[config.mk]
export PLATFORM = sky130hd
export DESIGN_NAME = hs_to_stream_adapter_flat
export DESIGN_NICKNAME = d
export VERILOG_FILES = /design/src/rtl/hs_to_stream_adapter_pkg.sv /design/src/rtl/hs_to_stream_adapter_if.sv /design/src/rtl/hs_to_stream_adapter_fifo.sv /design/src/rtl/hs_to_stream_adapter.sv /design/src/flat_wrapper.sv
export SDC_FILE = /design/constraint.sdc
export NUM_CORES = 1
export LEC_CHECK = 0
export ABC_AREA = 1
export CAP_MARGIN = 20
export CELL_PAD_IN_SITES_DETAIL_PLACEMENT = 2
export CELL_PAD_IN_SITES_GLOBAL_PLACEMENT = 2
export CORE_ASPECT_RATIO = 1.25
export CORE_MARGIN = 4
export CORE_UTILIZATION = 32
export CTS_CLUSTER_SIZE = 14
export DETAILED_ROUTE_END_ITERATION = 8
export GPL_ROUTABILITY_DRIVEN = 0
export PLACE_DENSITY_LB_ADDON = 0.1
export SLEW_MARGIN = 20
export SYNTH_ARGS = -nofsm -noshare
export SYNTH_HDL_FRONTEND = slang
export SYNTH_SLANG_ARGS = --single-unit
[constraint.sdc]
create_clock -name clk -period 5.5 [get_ports clk]
set_input_delay 1.1 -clock clk [delete_from_list [all_inputs] [get_ports clk]]
set_output_delay 1.1 -clock clk [all_outputs]
set_load 0.02 [all_outputs]
[src/rtl/hs_to_stream_adapter_pkg.sv]
// Shared types and helpers for the ap_hs <-> AXI4-Stream adapters.
package hs_stream_pkg;

    localparam int STREAM_DATA_W = 64;
    localparam int PKT_CNT_W     = 16;

    typedef logic [STREAM_DATA_W-1:0] stream_data_t;

    function automatic int ptr_width(input int depth);
        return (depth < 2) ? 1 : $clog2(depth);
    endfunction

    function automatic bit is_pow2(input int value);
        return (value > 0) && ((value & (value - 1)) == 0);
    endfunction

endpackage

[src/rtl/hs_to_stream_adapter_if.sv]
// ap_hs input side and AXI4-Stream output side of the adapter, bundled.
interface hs_to_stream_adapter_if;
    import hs_stream_pkg::*;

    stream_data_t in_hs;
    logic         in_hs_ap_vld;
    logic         in_hs_ap_ack;
    stream_data_t outStream_tdata;
    logic         outStream_tvalid;
    logic         outStream_tready;
    logic         outStream_tlast;

    // The adapter is the stream master; the accelerator/downstream pair is the slave view.
    modport master (
        input  in_hs, in_hs_ap_vld, outStream_tready,
        output in_hs_ap_ack, outStream_tdata, outStream_tvalid, outStream_tlast
    );

    modport slave (
        output in_hs, in_hs_ap_vld, outStream_tready,
        input  in_hs_ap_ack, outStream_tdata, outStream_tvalid, outStream_tlast
    );

endinterface

[src/rtl/hs_to_stream_adapter_fifo.sv]
// First-word-fall-through FIFO: head word is always visible on o_pop_data.
module sync_fifo_fwft
    import hs_stream_pkg::*;
#(
    parameter int DEPTH = 2,
    parameter int WIDTH = STREAM_DATA_W
) (
    input  logic                         clk,
    input  logic                         rst_n,
    input  logic                         i_push,
    input  logic [WIDTH-1:0]             i_push_data,
    input  logic                         i_pop,
    output logic [WIDTH-1:0]             o_pop_data,
    output logic                         o_full,
    output logic                         o_empty,
    output logic [ptr_width(DEPTH):0]    o_count
);

    localparam int PTR_W = ptr_width(DEPTH);
    localparam int CNT_W = PTR_W + 1;

    logic [WIDTH-1:0] r_mem [DEPTH];
    logic [PTR_W-1:0] r_wr_ptr;
    logic [PTR_W-1:0] r_rd_ptr;
    logic [CNT_W-1:0] r_count;
    logic [CNT_W-1:0] w_count_next;
    logic             w_push;
    logic             w_pop;

    assign o_full  = (r_count == CNT_W'(DEPTH));
    assign o_empty = (r_count == '0);
    assign w_push  = i_push && !o_full;
    assign w_pop   = i_pop && !o_empty;

    always_comb begin
        // NOTE: default first so every path assigns w_count_next and no latch is inferred.
        w_count_next = r_count;
        case ({w_push, w_pop})
            2'b10:   w_count_next = r_count + CNT_W'(1);
            2'b01:   w_count_next = r_count - CNT_W'(1);
            default: w_count_next = r_count;
        endcase
    end

    // NOTE: non-blocking assignments so every flop samples pre-edge values.
    always_ff @(posedge clk or negedge rst_n) begin
        if (!rst_n) begin
            r_wr_ptr <= '0;
            r_rd_ptr <= '0;
            r_count  <= '0;
        end else begin
            if (w_push) r_wr_ptr <= r_wr_ptr + PTR_W'(1);
            if (w_pop)  r_rd_ptr <= r_rd_ptr + PTR_W'(1);
            r_count <= w_count_next;
        end
    end

    // NOTE: storage is not reset; count gates visibility, so stale contents never escape.
    always_ff @(posedge clk) begin
        if (w_push) r_mem[r_wr_ptr] <= i_push_data;
    end

    assign o_pop_data = r_mem[r_rd_ptr];
    assign o_count    = r_count;

endmodule

[src/rtl/hs_to_stream_adapter.sv]
// HLS ap_hs output -> 64-bit AXI4-Stream master with FIFO decoupling and fixed-size TLAST.
module hs_to_stream_adapter
    import hs_stream_pkg::*;
#(
    parameter int DEPTH     = 2,
    parameter int PKT_WORDS = 1
) (
    input  logic                     clk,
    input  logic                     aresetn,
    hs_to_stream_adapter_if.master   hs,
    output logic [$clog2(DEPTH):0]   occupancy
);

    localparam int                   CNT_W    = ptr_width(DEPTH) + 1;
    localparam logic [PKT_CNT_W-1:0] PKT_LAST = PKT_CNT_W'(PKT_WORDS - 1);

    if (!is_pow2(DEPTH) || DEPTH < 2) begin : g_bad_depth
        $error("hs_to_stream_adapter: DEPTH must be a power of two and >= 2");
    end
    if (PKT_WORDS < 1 || PKT_WORDS > 65535) begin : g_bad_pkt
        $error("hs_to_stream_adapter: PKT_WORDS must be in 1..65535");
    end

    logic [1:0]           r_rst_sync;
    logic [PKT_CNT_W-1:0] r_pkt_cnt;
    logic                 w_in_reset;
    logic                 w_full;
    logic                 w_empty;
    logic                 w_ack;
    logic                 w_push;
    logic                 w_pop;
    logic                 w_pkt_last;
    logic [CNT_W-1:0]     w_count;

    // Assert asynchronously, release two clocks after aresetn rises.
    always_ff @(posedge clk or negedge aresetn) begin
        if (!aresetn) r_rst_sync <= '0;
        else          r_rst_sync <= {r_rst_sync[0], 1'b1};
    end

    assign w_in_reset = !r_rst_sync[1];
    assign w_ack      = !w_full && !w_in_reset;
    assign w_push     = hs.in_hs_ap_vld && w_ack;
    assign w_pop      = !w_empty && hs.outStream_tready;
    assign w_pkt_last = (r_pkt_cnt == PKT_LAST);

    sync_fifo_fwft #(
        .DEPTH (DEPTH),
        .WIDTH (STREAM_DATA_W)
    ) u_fifo (
        .clk         (clk),
        .rst_n       (aresetn),
        .i_push      (w_push),
        .i_push_data (hs.in_hs),
        .i_pop       (w_pop),
        .o_pop_data  (hs.outStream_tdata),
        .o_full      (w_full),
        .o_empty     (w_empty),
        .o_count     (w_count)
    );

    always_ff @(posedge clk or negedge aresetn) begin
        if (!aresetn)   r_pkt_cnt <= '0;
        else if (w_pop) r_pkt_cnt <= w_pkt_last ? '0 : r_pkt_cnt + PKT_CNT_W'(1);
    end

    assign hs.in_hs_ap_ack     = w_ack;
    assign hs.outStream_tvalid = !w_empty;
    assign hs.outStream_tlast  = !w_empty && w_pkt_last;
    assign occupancy           = w_count;

endmodule

[src/flat_wrapper.sv]
// flat-port wrapper written by rule: the top's interface ports become plain ports
module hs_to_stream_adapter_flat import hs_stream_pkg::*;
#(
    parameter int DEPTH     = 2,
    parameter int PKT_WORDS = 1
)
  (clk, aresetn, occupancy, hs_in_hs, hs_in_hs_ap_vld, hs_outStream_tready, hs_in_hs_ap_ack, hs_outStream_tdata, hs_outStream_tvalid, hs_outStream_tlast);
  hs_to_stream_adapter_if hs_i ();
  input  logic clk;
  input  logic aresetn;
  output logic [$clog2(DEPTH):0] occupancy;
  input wire logic [$bits(hs_i.in_hs)-1:0] hs_in_hs;
  input wire logic [$bits(hs_i.in_hs_ap_vld)-1:0] hs_in_hs_ap_vld;
  input wire logic [$bits(hs_i.outStream_tready)-1:0] hs_outStream_tready;
  output wire logic [$bits(hs_i.in_hs_ap_ack)-1:0] hs_in_hs_ap_ack;
  output wire logic [$bits(hs_i.outStream_tdata)-1:0] hs_outStream_tdata;
  output wire logic [$bits(hs_i.outStream_tvalid)-1:0] hs_outStream_tvalid;
  output wire logic [$bits(hs_i.outStream_tlast)-1:0] hs_outStream_tlast;
  assign hs_i.in_hs = hs_in_hs;
  assign hs_i.in_hs_ap_vld = hs_in_hs_ap_vld;
  assign hs_i.outStream_tready = hs_outStream_tready;
  assign hs_in_hs_ap_ack = hs_i.in_hs_ap_ack;
  assign hs_outStream_tdata = hs_i.outStream_tdata;
  assign hs_outStream_tvalid = hs_i.outStream_tvalid;
  assign hs_outStream_tlast = hs_i.outStream_tlast;
  hs_to_stream_adapter #(.DEPTH(DEPTH), .PKT_WORDS(PKT_WORDS)) u_core (.clk(clk), .aresetn(aresetn), .hs(hs_i), .occupancy(occupancy));
endmodule
* Yosys cells after proc, flatten, opt, wreduce, memory -nomap -nowiden
Memories as Yosys holds them, arrays and structs flattened.
Cells that the tools add are included.
** Cells by class
- $add $sub $neg :: 5
- Muxes and demuxes :: 4
- Reduce and logical (&&, ||, !) cells :: 11
- Equal/unequal tests :: 3
** Operator list (count)
- adder 16 x 1 -> 16 bit (second input constant) :: 1
- zero test 16 bit :: 1
- two-way mux 16 bit :: 1
- logical AND 1 bit :: 6
- == test 2 bit (second input constant) :: 2
- one-hot mux 2 bit (2 select lines) :: 1
- adder 1 bit (second input constant) :: 2
- adder 2 x 1 -> 2 bit (second input constant) :: 1
- == test 2 x 1 -> 1 bit (second input constant) :: 1
- zero test 1 bit :: 2
- zero test 2 bit :: 1
- two-way mux 1 bit :: 2
- nonzero test 2 bit :: 1
- subtractor 2 x 1 -> 2 bit (second input constant) :: 1
** Word-level totals
- Register bits after elaboration :: 22
- RAM bits :: 128
- Memories kept :: 1
** Memories
- u_core.u_fifo.r_mem :: depth 2, bits a word 64, rd ports 1, clocked after memory_dff 0, wr ports 1, RTL line hs_to_stream_adapter_fifo.sv:22 : logic [WIDTH-1:0] r_mem [DEPTH];

* Longest topological paths before layout
Gate-level depths: netlist of the first run.
- Word-level depth :: 7
- Gate-level depth with buffers :: 9

* By module
A second synthesis of the first run with hierarchy kept.
** Second synthesis, totals
- Cell total of the unflattened synthesis :: 511
- Area total of the unflattened synthesis :: 5965.7 sq um
** Modules (own cells, without submodules)
- sync_fifo_fwft :: times used 1, seq. area each 3943.8 sq um, cells each 367, area an instance 4884.7 sq um
- hs_to_stream_adapter :: times used 1, seq. area each 450.4 sq um, cells each 144, area an instance 1081.0 sq um

* Least setup slack after synthesis of the first run
No wires, ideal clock.
- Path kind :: input -> register
- Start :: input port hs_in_hs_ap_vld
- End :: memory u_core.u_fifo.r_mem[0][0] (netlist bit), enable pin
- Setup slack :: 1094 ps
- Data required time :: 5013 ps
- Data arrival time :: 3919 ps
- Stages on the path :: 2
- Path through :: nand2_1 nor2_1
** On the way
- Word-level cells in the longest chain between the ends :: 4
** RTL lines
- from (decl) :: RTL line flat_wrapper.sv:13 : input wire logic [$bits(hs_i.in_hs_ap_vld)-1:0] hs_in_hs_ap_vld;
- logical AND 1 bit :: RTL line hs_to_stream_adapter.sv:43 : assign w_push = hs.in_hs_ap_vld && w_ack;
- logical AND 1 bit :: RTL line hs_to_stream_adapter_fifo.sv:32 : assign w_push = i_push && !o_full;
- two-way mux 1 bit :: RTL line hs_to_stream_adapter_fifo.sv:60 : if (w_push) r_mem[r_wr_ptr] <= i_push_data;
- two-way mux 1 bit (implied by the code) :: RTL line hs_to_stream_adapter_fifo.sv:60
- to (decl) :: RTL line hs_to_stream_adapter_fifo.sv:22
No other way between the ends.

* Final worst setup path of the first run
- Start :: register u_core.u_fifo.r_rd_ptr
- End :: output port hs_outStream_tdata[17]
** On the way
- Word-level cells in the longest chain between the ends :: 1
** RTL lines
- from (decl) :: RTL line hs_to_stream_adapter_fifo.sv:24 : logic [PTR_W-1:0] r_rd_ptr;
- from (signal assigned) :: RTL line hs_to_stream_adapter_fifo.sv:53 : if (w_pop) r_rd_ptr <= r_rd_ptr + PTR_W'(1);
- memory read (2 x 64 bit)
- to (decl) :: RTL line flat_wrapper.sv:16 : output wire logic [$bits(hs_i.outStream_tdata)-1:0] hs_outStream_tdata;
No other way between the ends.

==> flow_results.org, run 1 <==
** Pwr
- Combinational logic is responsible for ~37% of the overall power.
- Post-route total power :: between 4000 and 5000 uW
- PwrDens :: approximately 520 nW/um^2
- The internal portion of the total power is approximately 2700 uW.
- The share of total power dissipated in sequential elements is between 30% and 40%.
- Reported leakage power :: 0.00321 uW
- Switching part of the total :: a little over a third
- Largest voltage drop on the vdd net :: around 0.18 mV
- In this run the power spent charging and discharging nets is 1530 uW.
- Fraction of power consumed by the clock network :: 26.6%

** Clock network
- In this run the deepest clock path goes through 2 buffers.
- Clock Root Buffer :: sky130_fd_sc_hd__clkbuf_16
- Hold Buf Count CTS :: 0
- Clock-pin slew on the worst setup and hold paths :: 0.06 ns
- Number of sinks driven by the clock tree :: 150
- Number of buffers created by CTS :: 17
- Post-CTS setup-driven buffer insertion count :: 0
- Insertion delay to the later sink of the worst-skew pair :: 0.42 ns
- H-tree levels :: 4
- Post-CTS resize count :: 0
- TritonCTS built the clock tree.

** Layout
- The library cell used most frequently in the layout, excluding fill and tap cells, is sky130_fd_sc_hd__nand2_1.
- Final nets :: 720
- The area growth from synthesis to layout is 37.3%.
- Number of inserted filler cells in the final layout :: 1825
- 0 antenna diodes ended up in the layout.
- The top cell types in the final layout, fill and taps aside, are sky130_fd_sc_hd__nand2_1 (230), sky130_fd_sc_hd__clkdlybuf4s50_1 (135), sky130_fd_sc_hd__edfxtp_1 (128), sky130_fd_sc_hd__inv_1 (32), sky130_fd_sc_hd__nor2_1 (26).
- The post-route netlist has 7.26% of its cells at a drive strength greater than 1.

** Logic synthesis
- Top cell type's share of synthesized area :: roughly two thirds
- Synth Instances :: 504
- Post-synthesis cell area :: about 5900 sq um
- By area the synthesized netlist is led by sky130_fd_sc_hd__edfxtp_1 (65%), sky130_fd_sc_hd__nand2_1 (15%), sky130_fd_sc_hd__dfrtp_1 (9.3%).
- Sequential fraction of the synthesis area :: 74.6%
- Post-Synthesis Net Count :: 575
- Count of distinct cell types in the synthesized netlist :: 25
- Yosys printed 0 warnings.
- Flop and latch count out of synthesis :: 150
- Yosys top cell by area :: sky130_fd_sc_hd__edfxtp_1
- Mean Syn Cell Area :: roughly 12 sq um

** Route
- Length of routed met2 wiring :: between 9000 and 10000 microns
- Mean routed wirelength per cell :: about 19 microns
- First-pass detailed-route iteration total :: 4
- For this run, design rule violations remaining after detail routing come to 0.
- After detailed routing, the number of vias per cell comes to ~4.6.
- Final routed wirelength across all metal layers :: about 16000 microns
- For this block, wires on met1 add up to around 6200 microns.
- Highest Signal Layer :: met4
- The routed layout has between 4000 and 5000 vias.
- Routed length on met3 :: a little under 700 microns
- The detailed router finished its first iteration with ~220 violations.
- Final antenna-violating net count :: 0

** STA
- For the pin with the worst max-slew slack, the measured transition is approximately 0.9 ns.
- RSZ-0062 raised after global routing :: false
- Headroom to the max-slew limit :: between 30% and 40%
- Final total negative setup slack :: 0 ns
- In the finished design, the share of the clock period the worst path needs comes to approximately 71%.
- The count of endpoints failing hold in the final timing report is 0.
- Counting I/O delays and the setup requirement, the final critical path takes 3.90 ns.
- Timing would allow up to 256 MHz.
- Setup slack after layout :: around 1.6 ns
- Setup violations remaining at the end of the flow were counted as 0.
- For the final database, setup skew stands at between 0.009 and 0.01 ns.
- The number of max-slew violations in the final report is 0.

** Floorplan
- Overall die height :: 160 microns
- The die is 129 microns wide.
- The region available for standard cell placement spans roughly 18000 sq um.
- For this configuration, the core starts out at a cell density of about 33%.
- Site row count :: 55
- Num ports :: approximately 140
- The floorplan step defined a die boundary enclosing 20700 sq um.

** Global routing
- Initial antenna violation count :: 0
- Pin count of the biggest net entering global routing :: 66
- In the global route stage, overall resource usage came out at roughly 16%.
- The first global-routing pass estimated about 25000 microns of wire.
- After global routing the overflow that remains totals 0.
- The number of global-route vias before repair came to approximately 4500.

** Placement
- Setup Slack @ Placement :: around 2.0 ns
- # port buffers :: 136
- Half-perimeter wire length after detailed placement :: 11600 microns

** Setup path
- The worst setup path is launched from a register.
- Data required time of the critical path :: roughly 4.4 ns
- Top fanout value on the critical path :: 65
- Arrival @ worst endpoint :: between 2 and 3 ns
- Worst Reg-to-Reg Cells :: 5
- Critical Path Sink Type :: primary output
- Critical path class :: register to primary output

** Min path
- Cell depth of the worst min-delay path :: 0
- In this run the worst hold path is classified as register to register.

** Run status
- The flow ran to the end, and the final reports show no timing, DRC or antenna violations.

** Job
- Max-cap violations :: 0
## cells in the mapped netlist
cell	number
sky130_fd_sc_hd__buf_6	1
sky130_fd_sc_hd__nand4_1	2
sky130_fd_sc_hd__ha_1	3
sky130_fd_sc_hd__nand2_2	1
sky130_fd_sc_hd__nor2_4	1
sky130_fd_sc_hd__xor2_1	9
sky130_fd_sc_hd__o21ai_0	3
sky130_fd_sc_hd__nand2_1	230
sky130_fd_sc_hd__buf_1	9
sky130_fd_sc_hd__clkbuf_1	3
sky130_fd_sc_hd__a21boi_1	1
sky130_fd_sc_hd__nor2_2	3
sky130_fd_sc_hd__nor2_1	28
sky130_fd_sc_hd__nor3_1	2
sky130_fd_sc_hd__dfrtp_1	22
sky130_fd_sc_hd__o21ai_1	2
sky130_fd_sc_hd__edfxtp_1	128
sky130_fd_sc_hd__nand2_4	1
sky130_fd_sc_hd__conb_1	1
sky130_fd_sc_hd__a21oi_1	1
sky130_fd_sc_hd__nand3_4	1
sky130_fd_sc_hd__nand3_1	15
sky130_fd_sc_hd__inv_1	33
sky130_fd_sc_hd__xnor2_1	2
sky130_fd_sc_hd__buf_2	2
## worst max-delay path: stages, from the launching register on
cell	delay, ns
sky130_fd_sc_hd__dfrtp_2	0.39
sky130_fd_sc_hd__buf_4	0.33
sky130_fd_sc_hd__inv_2	0.12
sky130_fd_sc_hd__buf_4	0.57
sky130_fd_sc_hd__nand2_1	0.14
sky130_fd_sc_hd__nand2_1	0.11
sky130_fd_sc_hd__clkdlybuf4s50_1	0.65
## path summary, 6_finish.rpt
check	endpoint	startpoint	slack (ns)
worst max-delay path	hs_outStream_tdata[17]	u_core.u_fifo.r_rd_ptr$_DFFE_PN0P_	1.60
worst min-delay path	u_core.r_rst_sync[1]$_DFF_PN0_	u_core.r_rst_sync[0]$_DFF_PN0_	0.37
worst max register to register	u_core.u_fifo.r_mem[1][12]$_DFFE_PP_	u_core.u_fifo.o_count[0]$_DFFE_PN0P_	3.09
worst min register to register	u_core.r_rst_sync[1]$_DFF_PN0_	u_core.r_rst_sync[0]$_DFF_PN0_	0.37
max in group asynchronous	u_core.u_fifo.r_rd_ptr$_DFFE_PN0P_	aresetn	4.44
min in group asynchronous	u_core.r_rst_sync[0]$_DFF_PN0_	aresetn	0.66
## power groups by stage
| stage | Clock [uW] | Combinational (uW) | Sequential [uW] |
|---|---|---|---|
| finish | 1120 | 1560 | 1520 |
| global route | 1190 | 1710 | 1540 |
| CTS | 1150 | 1610 | 1520 |
| detailed placement | 0 | 1600 | 1540 |
| global placement | 0 | 1550 | 1530 |
| floorplan | 0 | 834 | 1530 |
## logic make-up (layout without fill, tap and decap cells)
kind of cell	count (synthesis)	after routing	synth area share (%)
buffers and inverters	48	205	3.23
adders and majority gates	3	3	0.637
DFF	150	150	74.6
and+or+nand+nor	284	284	19.2
other	1	1	0.0637
AOI/OAI and AO/OA	7	7	0.637
xor gates and xnor gates	11	11	1.64
## through the flow
step	util (%)	cell area [sq um]	hold WS, ns	instances
global route	44.7	8090	0.384	889
detailed placement	41.5	7520	0.362	858
global placement	41.6	7520	0.333	858
CTS	44.7	8090	0.378	889
floorplan	-	5890	0.331	504
finish	44.7	8090	0.366	889
## per-layer routing
metal,up-vias,GRT usage (%)
met3,14,3.41
met1,2044,17.8
met2,78,30.8
li1,1929,-
met5,-,0
met4,0,4.63
## registers in the layout, indices dropped and copies added, names as in the netlist
| register | flops |
|---|---|
| u_core.r_rst_sync | 2 |
| u_core.u_fifo.r_mem | 128 |
| u_core.u_fifo.o_count | 2 |
| u_core.u_fifo.r_wr_ptr | 1 |
| u_core.r_pkt_cnt | 16 |
| u_core.u_fifo.r_rd_ptr | 1 |
## layout make-up
class                           instances  area (sq um)  share of cell area [%]
Sequential cell                       150          4400                    54.3
Clock buffer                           17           425                    5.26
Clock inverter                         14           144                    1.78
Timing Repair Buffer                  141          1390                    17.2
Inverter                               33           124                    1.53
Tap cell                              228           285                    3.53
Multi-Input combinational cell        306          1320                    16.3
Power figures use the tool's default switching activity.
==> run 2, diff against run 1 <==
==> constraint.sdc (replaced) <==
create_clock -name clk -period 3.75 [get_ports clk]
set_input_delay 0.75 -clock clk [delete_from_list [all_inputs] [get_ports clk]]
set_output_delay 0.75 -clock clk [all_outputs]
set_load 0.02 [all_outputs]
==> flow_results.org, run 2 (synthesis gave the netlist of run 1 again) <==
** Layout
- Number of inserted filler cells in the final layout :: about 1800
- Sequential cell area :: approximately 4400 sq um
- Combined area of the multi-input logic cells :: between 1000 and 1500 sq um
- In the final layout, the registers with the most flip-flops are u_core.u_fifo.r_mem: 128 flops, u_core.r_pkt_cnt: 16 flops.
- The register with the most flip-flops in the layout has approximately 130 of them.
- Compared with the post-synthesis result, the final layout area differs by 39.7%.
- Highest-count cells in the layout ignoring fill and taps :: sky130_fd_sc_hd__nand2_1 (230), sky130_fd_sc_hd__clkdlybuf4s50_1 (136), sky130_fd_sc_hd__edfxtp_1 (128), sky130_fd_sc_hd__inv_1 (32), sky130_fd_sc_hd__nor2_1 (26)
- Most common cell after layout, fill and taps aside :: sky130_fd_sc_hd__nand2_1
- For this run, the share of the core covered by cells in the final layout is a little under half.
- Register with the highest flop count :: u_core.u_fifo.r_mem
- The post-route netlist has 7.95% of its cells at a drive strength greater than 1.
- Final nets :: between 700 and 800

** Setup path
- Critical path's top delay family :: buffers and inverters
- Arrival @ worst endpoint :: roughly 2.4 ns
- Among the stages of the critical path, the cell type that occurs most often is sky130_fd_sc_hd__nand2_1.
- Largest stage delay on the critical path :: 0.62 ns
- Critical Path Sink Type :: primary output
- In this run the register-to-register setup slack is roughly 1.7 ns.
- Measured in cells, the most critical reg-to-reg path has a length of 5.
- Worst-path cell chain :: inv_2 > buf_12 > nand2_1 > nand2_1 > clkdlybuf4s50_1
- Worst setup SP type :: register
- The worst setup path is of the register to primary output kind.
- In this run the worst path has a maximum fanout of 33.
- Worst reg2reg endpoint :: u_core.u_fifo.r_mem[1][2]$_DFFE_PP_
- Number of buffers and inverters on the critical path :: 3
- On the critical path, the stage with the largest delay is an instance of sky130_fd_sc_hd__clkdlybuf4s50_1.
- At the worst endpoint, the required time is around 3.0 ns.
- The startpoint identified for the worst register-to-register timing path is u_core.u_fifo.o_count[0]$_DFFE_PN0P_.

** Clock network
- The H-tree was split into 4 levels.
- CTS placed an instance of sky130_fd_sc_hd__clkbuf_16 at the clock tree root.
- Max Root-Sink Buffers :: 2
- After clock tree synthesis, the flow added hold-fix buffers numbering 0.
- In this run the post-CTS setup repair buffer count came out at 0.
- In this run, post-CTS repair resized a total of 0 instances.
- CTS saw 150 sinks.
- Number of buffers created by CTS :: 17
- The clock reaches the later pin of the worst-skew pair after ~0.42 ns.
- After clock tree synthesis, the clock-pin slew on the worst setup and hold paths is about 0.070 ns.
- TritonCTS clock tree :: built

** Floorplan
- Once the floorplan was initialized, standard cells occupied about a third of the core.
- Chip Width :: 129 microns
- The die covers a little over 20000 sq um.
- The core region is ~18000 sq um.
- Overall die height :: approximately 160 microns
- Site row count :: 55
- Num ports :: 137

** Route
- In this run, the number of DRC markers left after iteration 0 of detailed routing was around 210.
- Mean routed wirelength per cell :: roughly 19 microns
- The detailed router placed ~4100 vias in this run.
- Final routed wirelength across all metal layers :: 16700 microns
- Final antenna-violating net count :: 0
- In the routed design, unresolved DRC markers number 0.
- The first detailed-routing pass took 6 iterations.
- Via density :: approximately 4.6

** Placement
- Setup Slack @ Placement :: 0.997 ns
- In this run the tool buffered the top-level ports with 136 buffer cells.
- The wire-length estimate of the detail-placed layout is 11800 microns.

** Global routing
- The first global-routing pass estimated between 20000 and 30000 microns of wire.
- Global routing consumed, over all layers together, approximately 17% of the routing resources.
- Congestion Overflow GR :: 0
- Entering global routing, the biggest net connects 65 pins.
- Initial antenna violation count :: 2
- Via count of the first global-routing pass :: roughly 4700

** STA
- Headroom to the max-slew limit :: ~53%
- The worst path in the final design needs a cycle of between 3 and 4 ns, including I/O delays and setup.
- Once routing completed, OpenROAD measured the worst setup slack at 0.609 ns.
- Setup repair after global routing left no endpoint under its margin.
- After layout, the worst path uses 83.8% of the clock period.
- Clock tree skew after final layout :: roughly 0.0079 ns
- At the pin with the least slew margin, the transition time is about 0.71 ns.
- WHS :: about 0.35 ns
- Based on the critical path, the design can be clocked at up to around 320 MHz.
- The count of endpoints failing hold in the final timing report came to 0.
- Number of pins exceeding their max-slew limit in the final report :: 0
- Final setup viols :: 0

** Pwr
- VDD sags by at most just over 0.3 mV.
- Dividing total power by cell area gives a power density of between 700 and 800 nW/um^2.
- Summed over all cells, the static leakage comes to 0.00326 uW.

** Min path
- Worst hold path type :: register to register
- The startpoint identified for the worst hold timing path is u_core.r_rst_sync[0]$_DFF_PN0_.
- Cell depth of the worst min-delay path :: 0
- For hold timing, the worst endpoint is u_core.r_rst_sync[1]$_DFF_PN0_.

** Job
- Across the run, the number of max-cap violations was 0.

** Run status
- The flow ran to the end, and the final reports show no timing, DRC or antenna violations.
-- run 2: cell types whose count changed in the layout (fill, tap and decap cells not counted) --
cell                              before  now
sky130_fd_sc_hd__buf_12                0    5
sky130_fd_sc_hd__buf_2                 1    0
sky130_fd_sc_hd__bufinv_16             1    2
sky130_fd_sc_hd__clkdlybuf4s50_1     135  136
sky130_fd_sc_hd__clkinv_4              3    4
sky130_fd_sc_hd__diode_2               0    2
sky130_fd_sc_hd__inv_8                 2    1
-- run 2: layout make-up --
class                      instances  share of cell area, %
antenna                            2                 0.0608
clock buffer                      17                   5.17
clock inverter                    15                   2.08
inverter                          33                   1.51
multi-input combinational        306                   16.1
sequential                       150                   53.4
tap                              228                   3.47
timing repair buffer             146                   18.2
-- run 2: how the worst max path moves through the flow --
stage | from | to | slack [ns] | depth (start not counted)
floorplan | u_core.u_fifo.o_count[0]$_DFFE_PN0P_ | u_core.u_fifo.r_mem[0][0]$_DFFE_PP_ | -0.64 | 4
global placement | u_core.u_fifo.r_rd_ptr$_DFFE_PN0P_ | hs_outStream_tdata[25] | 1.04 | 5
detailed placement | u_core.u_fifo.r_rd_ptr$_DFFE_PN0P_ | hs_outStream_tdata[41] | 1.0 | 5
CTS | u_core.u_fifo.r_rd_ptr$_DFFE_PN0P_ | hs_outStream_tdata[41] | 0.53 | 5
global route | u_core.u_fifo.r_rd_ptr$_DFFE_PN0P_ | hs_outStream_tdata[41] | 0.41 | 5
finish | u_core.u_fifo.r_rd_ptr$_DFFE_PN0P_ | hs_outStream_tdata[41] | 0.61 | 5
-- run 2: report_power, final --
part	leakage (uW)	total, uW	internal, uW	switching, uW
registers	0.00142	2240	2090	149
clock network	0.000279	1700	995	704
logic	0.00157	2340	931	1400
-- run 2: routing by layer --
layer | up-vias | share of wire (%) | wire length (microns) | track usage, %
li1 | 1943 | - | - | -
met1 | 2088 | 36 | 6040 | 17.7
met2 | 86 | 58 | 9730 | 31.7
met3 | 16 | 4.2 | 702 | 3.45
met4 | 0 | 1.4 | 238 | 6.16
met5 | - | 0 | 0 | 0
-- run 2: worst reg2reg max path, cell delays in order, from the launching register on --
cell and delay (ns):
sky130_fd_sc_hd__dfrtp_1 0.50, sky130_fd_sc_hd__inv_1 0.07, sky130_fd_sc_hd__a21boi_1 0.16, sky130_fd_sc_hd__nand2_1 0.22
sky130_fd_sc_hd__nor2_4 0.48, sky130_fd_sc_hd__buf_4 0.31
-- run 2: metrics by stage --
| step | cell area (sq um) | instances | power (uW) | TNS, ns |
|---|---|---|---|---|
| 2_1_floorplan | 5890 | 504 | 3470 | -82.07 |
| 3_3_place_gp | 7620 | 863 | 4570 | 0 |
| 3_5_place_dp | 7620 | 863 | 4650 | 0 |
| 4_1_cts | 8220 | 895 | 6390 | 0 |
| 5_1_grt | 8230 | 897 | 6650 | 0 |
| 6_report | 8230 | 897 | 6270 | 0 |
